$ cat src/rtl/alu_op_issue.sv
// ID/EX issue register: decodes a MIPS instruction plus rs/rt read data into ALU op/operands.
// Optional saturating illegal-instruction counter enabled by ALU_OP_ISSUE_ILLEGAL_CNT_EN.
module alu_op_issue #(
  parameter int NB_DATA      = 32,
  parameter int NB_OPERATION = 4,
  parameter int NB_REG_ADDR  = 5,
  parameter int NB_ILL_CNT   = 8
) (
  input  logic                    i_clock,
  input  logic                    i_reset,
  input  logic                    i_valid,
  input  logic [31:0]             i_instruction,
  input  logic [NB_DATA-1:0]      i_rs_data,
  input  logic [NB_DATA-1:0]      i_rt_data,
  input  logic                    i_stall,
  input  logic                    i_flush,
  output logic                    o_valid,
  output logic [NB_OPERATION-1:0] o_op,
  output logic [NB_DATA-1:0]      o_data_a,
  output logic [NB_DATA-1:0]      o_data_b,
  output logic [NB_REG_ADDR-1:0]  o_rd_addr,
  output logic                    o_reg_write,
  output logic                    o_illegal,
  output logic [NB_ILL_CNT-1:0]   o_illegal_count
);

  localparam logic [NB_OPERATION-1:0] OP_ADD = 4'h0;
  localparam logic [NB_OPERATION-1:0] OP_SUB = 4'h1;
  localparam logic [NB_OPERATION-1:0] OP_AND = 4'h2;
  localparam logic [NB_OPERATION-1:0] OP_OR  = 4'h3;
  localparam logic [NB_OPERATION-1:0] OP_XOR = 4'h4;
  localparam logic [NB_OPERATION-1:0] OP_NOR = 4'h5;
  localparam logic [NB_OPERATION-1:0] OP_SRL = 4'h6;
  localparam logic [NB_OPERATION-1:0] OP_SLL = 4'h7;
  localparam logic [NB_OPERATION-1:0] OP_SRA = 4'h8;
  localparam logic [NB_OPERATION-1:0] OP_SLT = 4'hA;
  localparam logic [NB_OPERATION-1:0] OP_LUI = 4'hB;
  localparam logic [NB_OPERATION-1:0] OP_ILL = 4'hF;

  logic [5:0]  opcode_p0, funct_p0;
  logic [15:0] imm_p0;
  logic signed [NB_DATA-1:0] imm_sext_p0;
  logic [NB_DATA-1:0] imm_zext_p0, shamt_p0, rs_shamt_p0;

  logic [NB_OPERATION-1:0] op_p0;
  logic [NB_DATA-1:0]      a_p0, b_p0;
  logic [NB_REG_ADDR-1:0]  rd_p0;
  logic                    rw_p0, legal_p0, ill_p0;
  logic                    accept_p0;
  logic                    unused_rs_addr;

  assign opcode_p0   = i_instruction[31:26];
  assign funct_p0    = i_instruction[5:0];
  assign imm_p0      = i_instruction[15:0];
  assign imm_sext_p0 = {{(NB_DATA-16){imm_p0[15]}}, imm_p0};
  assign imm_zext_p0 = {{(NB_DATA-16){1'b0}}, imm_p0};
  assign shamt_p0    = {{(NB_DATA-5){1'b0}}, i_instruction[10:6]};
  assign rs_shamt_p0 = {{(NB_DATA-5){1'b0}}, i_rs_data[4:0]};
  assign accept_p0   = i_valid & ~i_stall & ~i_flush;
  // Operands come from read data, so the rs address field is not needed here.
  assign unused_rs_addr = ^i_instruction[25:21];

  // Stage p0: combinational decode
  always_comb begin
    op_p0    = OP_ADD;
    a_p0     = i_rs_data;
    b_p0     = i_rt_data;
    rd_p0    = i_instruction[15:11];
    rw_p0    = 1'b1;
    legal_p0 = 1'b1;
    case (opcode_p0)
      6'h00: begin
        case (funct_p0)
          6'h20, 6'h21: op_p0 = OP_ADD;
          6'h22, 6'h23: op_p0 = OP_SUB;
          6'h24:        op_p0 = OP_AND;
          6'h25:        op_p0 = OP_OR;
          6'h26:        op_p0 = OP_XOR;
          6'h27:        op_p0 = OP_NOR;
          6'h2A:        op_p0 = OP_SLT;
          6'h00: begin op_p0 = OP_SLL; a_p0 = i_rt_data; b_p0 = shamt_p0;    end
          6'h02: begin op_p0 = OP_SRL; a_p0 = i_rt_data; b_p0 = shamt_p0;    end
          6'h03: begin op_p0 = OP_SRA; a_p0 = i_rt_data; b_p0 = shamt_p0;    end
          6'h04: begin op_p0 = OP_SLL; a_p0 = i_rt_data; b_p0 = rs_shamt_p0; end
          6'h06: begin op_p0 = OP_SRL; a_p0 = i_rt_data; b_p0 = rs_shamt_p0; end
          6'h07: begin op_p0 = OP_SRA; a_p0 = i_rt_data; b_p0 = rs_shamt_p0; end
          default: legal_p0 = 1'b0;
        endcase
      end
      6'h08, 6'h09, 6'h23: begin
        op_p0 = OP_ADD; b_p0 = imm_sext_p0; rd_p0 = i_instruction[20:16];
      end
      6'h0A: begin op_p0 = OP_SLT; b_p0 = imm_sext_p0; rd_p0 = i_instruction[20:16]; end
      6'h0C: begin op_p0 = OP_AND; b_p0 = imm_zext_p0; rd_p0 = i_instruction[20:16]; end
      6'h0D: begin op_p0 = OP_OR;  b_p0 = imm_zext_p0; rd_p0 = i_instruction[20:16]; end
      6'h0E: begin op_p0 = OP_XOR; b_p0 = imm_zext_p0; rd_p0 = i_instruction[20:16]; end
      6'h0F: begin
        op_p0 = OP_LUI; a_p0 = '0; b_p0 = imm_zext_p0; rd_p0 = i_instruction[20:16];
      end
      6'h2B: begin op_p0 = OP_ADD; b_p0 = imm_sext_p0; rd_p0 = '0; rw_p0 = 1'b0; end
      6'h04, 6'h05: begin op_p0 = OP_SUB; rd_p0 = '0; rw_p0 = 1'b0; end
      default: legal_p0 = 1'b0;
    endcase
    if (!legal_p0) begin
      op_p0 = OP_ILL;
      a_p0  = '0;
      b_p0  = '0;
      rd_p0 = '0;
      rw_p0 = 1'b0;
    end
    ill_p0 = ~legal_p0;
  end

  // Stage p1: output registers (flush > stall > load)
  always_ff @(posedge i_clock) begin
    if (i_reset) begin
      o_valid     <= 1'b0;
      o_op        <= OP_ADD;
      o_data_a    <= '0;
      o_data_b    <= '0;
      o_rd_addr   <= '0;
      o_reg_write <= 1'b0;
      o_illegal   <= 1'b0;
    end else if (i_flush) begin
      o_valid     <= 1'b0;
      o_reg_write <= 1'b0;
      o_illegal   <= 1'b0;
    end else if (!i_stall) begin
      o_valid     <= i_valid;
      o_op        <= op_p0;
      o_data_a    <= a_p0;
      o_data_b    <= b_p0;
      o_rd_addr   <= rd_p0;
      o_reg_write <= rw_p0 & i_valid;
      o_illegal   <= ill_p0 & i_valid;
    end
  end

`ifdef ALU_OP_ISSUE_ILLEGAL_CNT_EN
  function automatic logic [NB_ILL_CNT-1:0] sat_inc(input logic [NB_ILL_CNT-1:0] v);
    return (&v) ? v : v + 1'b1;
  endfunction

  logic [NB_ILL_CNT-1:0] ill_cnt_p1;

  always_ff @(posedge i_clock) begin
    if (i_reset)
      ill_cnt_p1 <= '0;
    else if (accept_p0 && ill_p0)
      ill_cnt_p1 <= sat_inc(ill_cnt_p1);
  end

  assign o_illegal_count = ill_cnt_p1;
`else
  logic unused_accept;
  assign unused_accept   = accept_p0;
  assign o_illegal_count = '0;
`endif

endmodule

$ cat config.mk
export PLATFORM = sky130hd
export DESIGN_NAME = alu_op_issue
export DESIGN_NICKNAME = d
export VERILOG_FILES = /design/src/rtl/alu_op_issue.sv
export SDC_FILE = /design/constraint.sdc
export NUM_CORES = 1
export LEC_CHECK = 0
export CORE_AREA = 3 3 97 99
export DETAILED_ROUTE_END_ITERATION = 12
export DIE_AREA = 0 0 100 102
export GPL_TIMING_DRIVEN = 0
export PLACE_DENSITY = 0.93
export SLEW_MARGIN = 25
export SYNTH_ARGS = -nofsm -noshare
export SYNTH_HDL_FRONTEND = slang
export SYNTH_SLANG_ARGS = --single-unit
$ cat constraint.sdc
create_clock -name i_clock -period 5.34 [get_ports i_clock]
set_input_delay 1.335 -clock i_clock [delete_from_list [all_inputs] [get_ports i_clock]]
set_output_delay 1.335 -clock i_clock [all_outputs]
set_load 0.02 [all_outputs]
==> Flow_metrics.wiki <==
{| class="wikitable"
! Metric !! Value
|-
| Crit Reg-Reg Endpoint || o_op[3]
|-
| Fmax || 288 MHz
|-
| Initial antenna violation count || 0
|-
| Clock transition at path regs || about 0.090 ns
|-
| Postcts setup bufs || 0
|-
| Sequential cell area fraction in the yosys report || 0.391
|-
| Endpoint type of the worst setup path || flip-flop
|-
| Post-route clock period utilization || 0.649
|-
| Cell repeated most along the worst path || a22o_1
|-
| Worst clock skew || 0 ns
|-
| IO Pins || around 190
|-
| DRT iter0 DRCs || just over 200
|-
| Sequence of cells on the critical path || clkdlybuf4s50_1, buf_2, and3b_1, mux2i_4, a21oi_4, buf_6, a22o_1, a22o_1
|-
| Data required time at the worst endpoint || roughly 5.6 ns
|-
| Standard cell core area || 8640 µm²
|-
| Post-cts sizing count || 0
|-
| Area enclosed by the die boundary || 10200 µm²
|-
| Instance area at placement || between 5000 and 6000 µm²
|-
| Count of maximum capacitance violations || 0
|-
| Final TNS setup || 0 ns
|-
| # clock sinks || 76
|-
| Top-count cell post-synth || a22o_1
|-
| Mapped Cells || 430
|-
| Standard-cell rows || 34
|-
| Largest cells by area after synthesis || dfxtp_1 39%, a22o_1 19%, nand3_1 4.0%, nand2_1 4.0%, a21o_1 3.3%
|-
| Pwr/cell area || 216 nW/µm²
|-
| Total wire length || about 13000 µm
|-
| Most common library cells after synthesis || 86 x a22o_1, 76 x dfxtp_1, 41 x nand2_1, 31 x nand3_1, 20 x o21ai_1
|-
| Flip-flop and latch count after synthesis || 76
|-
| Type of origin of the critical path || input port
|-
| H-Tree Level Count || 3
|-
| Maximum number of buffers from clock root to sink || 2
|-
| Top cell type by total area after synthesis || dfxtp_1
|-
| Count of antenna-violating nets left after detailed routing || 0
|-
| Hold-fix buffer count after cts || 0
|-
| Combined global-route utilization of all metal layers || 0.254
|-
| Worst flop-to-flop path startpoint || o_op[3]
|-
| Reported leakage power || between 2 and 2.5 nW
|-
| Hold Startpoint || o_data_a[9]
|-
| Port-buffer cells || 166
|-
| Detailed-routing iteration count for the pre-antenna-repair pass || 5
|-
| Congestion Overflow GR || 0
|-
| Fraction of synthesis flops using an asynchronous set or reset pin || 0
|-
| Critical Path Slowest Stage Cell || clkdlybuf4s50_1
|-
| Half-perimeter wire length of the detailed placement result || between 10000 and 15000 µm
|-
| TritonCTS buffer count || 9
|-
| Die outline height || approximately 100 µm
|-
| Max-slew violation count || 0
|-
| Worst VDD drop || 0.125 mV
|-
| Setup CP Type || in2reg
|-
| Min-Delay Path Class || reg2reg
|-
| CP Max Fanout || 10
|-
| Mapped Avg Cell Area || a little over 9 µm²
|-
| Final Hold Vio Count || 0
|-
| Weighted congestion at the end of routability-driven global placement || ~0.86
|-
| Data arrival time at the worst-slack endpoint || 3.70 ns
|-
| Antenna fix cells || 0
|-
| Setup-violating endpoint count in the final report || 0
|-
| DRC Markers || 0
|-
| Clock root buffer || clkbuf_8
|-
| Via count of the first global-routing pass || 4167
|-
| Initial standard-cell utilization of the core || 0.451
|-
| Synth warnings || 0
|-
| First-pass GRT wire length || approximately 21000 µm
|-
| Number of synthesized flops with an enable pin || 0
|-
| Power consumption || ~1.3 mW
|-
| RSZ-0062 raised after global routing || no
|-
| Layout overhead on the synthesized area || 51.7%
|-
| Hold Path Sink || o_data_a[9]
|-
| Longest individual stage delay on the worst path || 0.63 ns
|-
| Clock tree from TritonCTS || built
|-
| Depth of the worst register-to-register path || 2
|-
| Result of the run || finished, final reports clean
|-
| Die X-Extent || around 100 µm
|-
| R2r setup slk || roughly 4.6 ns
|-
| Nets@finish || 715
|-
| Number of instances on the worst hold path || 1
|-
| Final core occ || 0.683
|-
| Vias || between 4k and 5k
|-
| Cell area after synthesis || just under 4000 µm²
|-
| Area fraction of the dominant cell type after synthesis || 0.391
|-
| Per-cell via count in the routed design || 5.70
|-
| Actual transition at the worst max-transition pin || about 0.72 ns
|-
| WL/cell || between 15 and 20 µm
|-
| Worst slew slack as a fraction of its limit || 0.520
|-
| Predominant post-synthesis flop cell || dfxtp_1
|-
| Minimum period implied by the final worst setup slack || 3.47 ns
|-
| Post-route cell area || between 5000 and 6000 µm²
|-
| Ratio of cells with drive above 1 in the final layout || 0.0987
|-
| Maximum number of pins on one net before global-route repair || 14
|-
| Netlist cell types || 50
|-
| Later-pin clock latency in the skew report || about 0.34 ns
|}
cells in the final DEF (no fill, tap or decap), types with 3 or more instances in the layout:
cell / n
nand3_1: 31
o21ai_0: 13
inv_1: 7
nor2_1: 15
clkbuf_8: 9
conb_1: 8
nand2b_1: 3
nor3_1: 5
a22o_1: 86
o221ai_1: 6
dfxtp_1: 76
nor2b_1: 3
mux2i_1: 9
buf_6: 7
a21o_1: 17
buf_4: 12
clkbuf_1: 18
a21oi_1: 4
o21ai_1: 20
clkdlybuf4s50_1: 166
nand2_1: 41
a211oi_1: 4
buf_2: 14
worst max-delay path by stage:
stage,startpoint,end,slack [ns],cells past startpoint
after floorplan,i_instruction[31],o_data_a[12],2.35,8
after global placement,i_instruction[30],o_data_a[14],1.61,8
after detailed placement,i_instruction[27],o_data_b[14],1.56,8
after CTS,i_stall,o_rd_addr[0],1.90,6
after global routing,i_stall,o_rd_addr[0],1.69,6
final,i_instruction[27],o_data_b[14],1.87,8
cell families (layout without fill, tap and decap cells):
| logic type | after synthesis | after routing | share of synthesized area |
|---|---|---|---|
| buffers and inverters | 58 | 239 | 0.0855 |
| flip-flops | 76 | 76 | 0.391 |
| AO/OA/AOI/OAI | 164 | 164 | 0.329 |
| multiplexers | 11 | 11 | 0.0318 |
| XOR/XNOR | 2 | 2 | 0.00450 |
| other | 1 | 8 | 0.000964 |
| AND/OR/NAND/NOR | 118 | 118 | 0.157 |
stage by stage:
stage	setup WS, ns	cells	hold slack (ns)
after floorplan	2.35	437	0.569
after global placement	1.61	711	0.461
after detailed placement	1.56	711	0.465
after CTS	1.90	726	0.487
after global routing	1.69	726	0.510
final	1.87	726	0.483
where the power goes:
group	total, mW	switching [mW]	internal [mW]
Combinational	0.254	0.121	0.134
Clock	0.435	0.222	0.213
Sequential	0.584	0.00648	0.578
flip-flops by register name (all words and copies together), names as in the netlist:
register	flops
o_data_b	32
o_valid	1
o_illegal	1
o_rd_addr	5
o_data_a	32
o_op	4
o_reg_write	1
critical path, delay by kind of cell:
kind	cells	cell delay [ns]
buf+inv	3	1.09
compound gates	3	0.51
mux	1	0.48
simple gates	1	0.27
metal layers:
metal	GRT usage	wire length, µm
met5	0	0
met2	0.439	6550
met3	0.0553	1100
met1	0.318	5550
met4	0.0829	259
area by class of cell:
| type | count | area (µm²) |
|---|---|---|
| well taps | 108 | 135 |
| multi-input cells | 303 | 2060 |
| flip-flops and latches | 76 | 1520 |
| plain buffers | 51 | 307 |
| clock buffers | 9 | 124 |
| inverters | 7 | 26.3 |
| fillers | 716 | 2730 |
| clock inverters | 6 | 63.8 |
| repair buffers | 166 | 1660 |
Power figures use the tool's default switching activity.
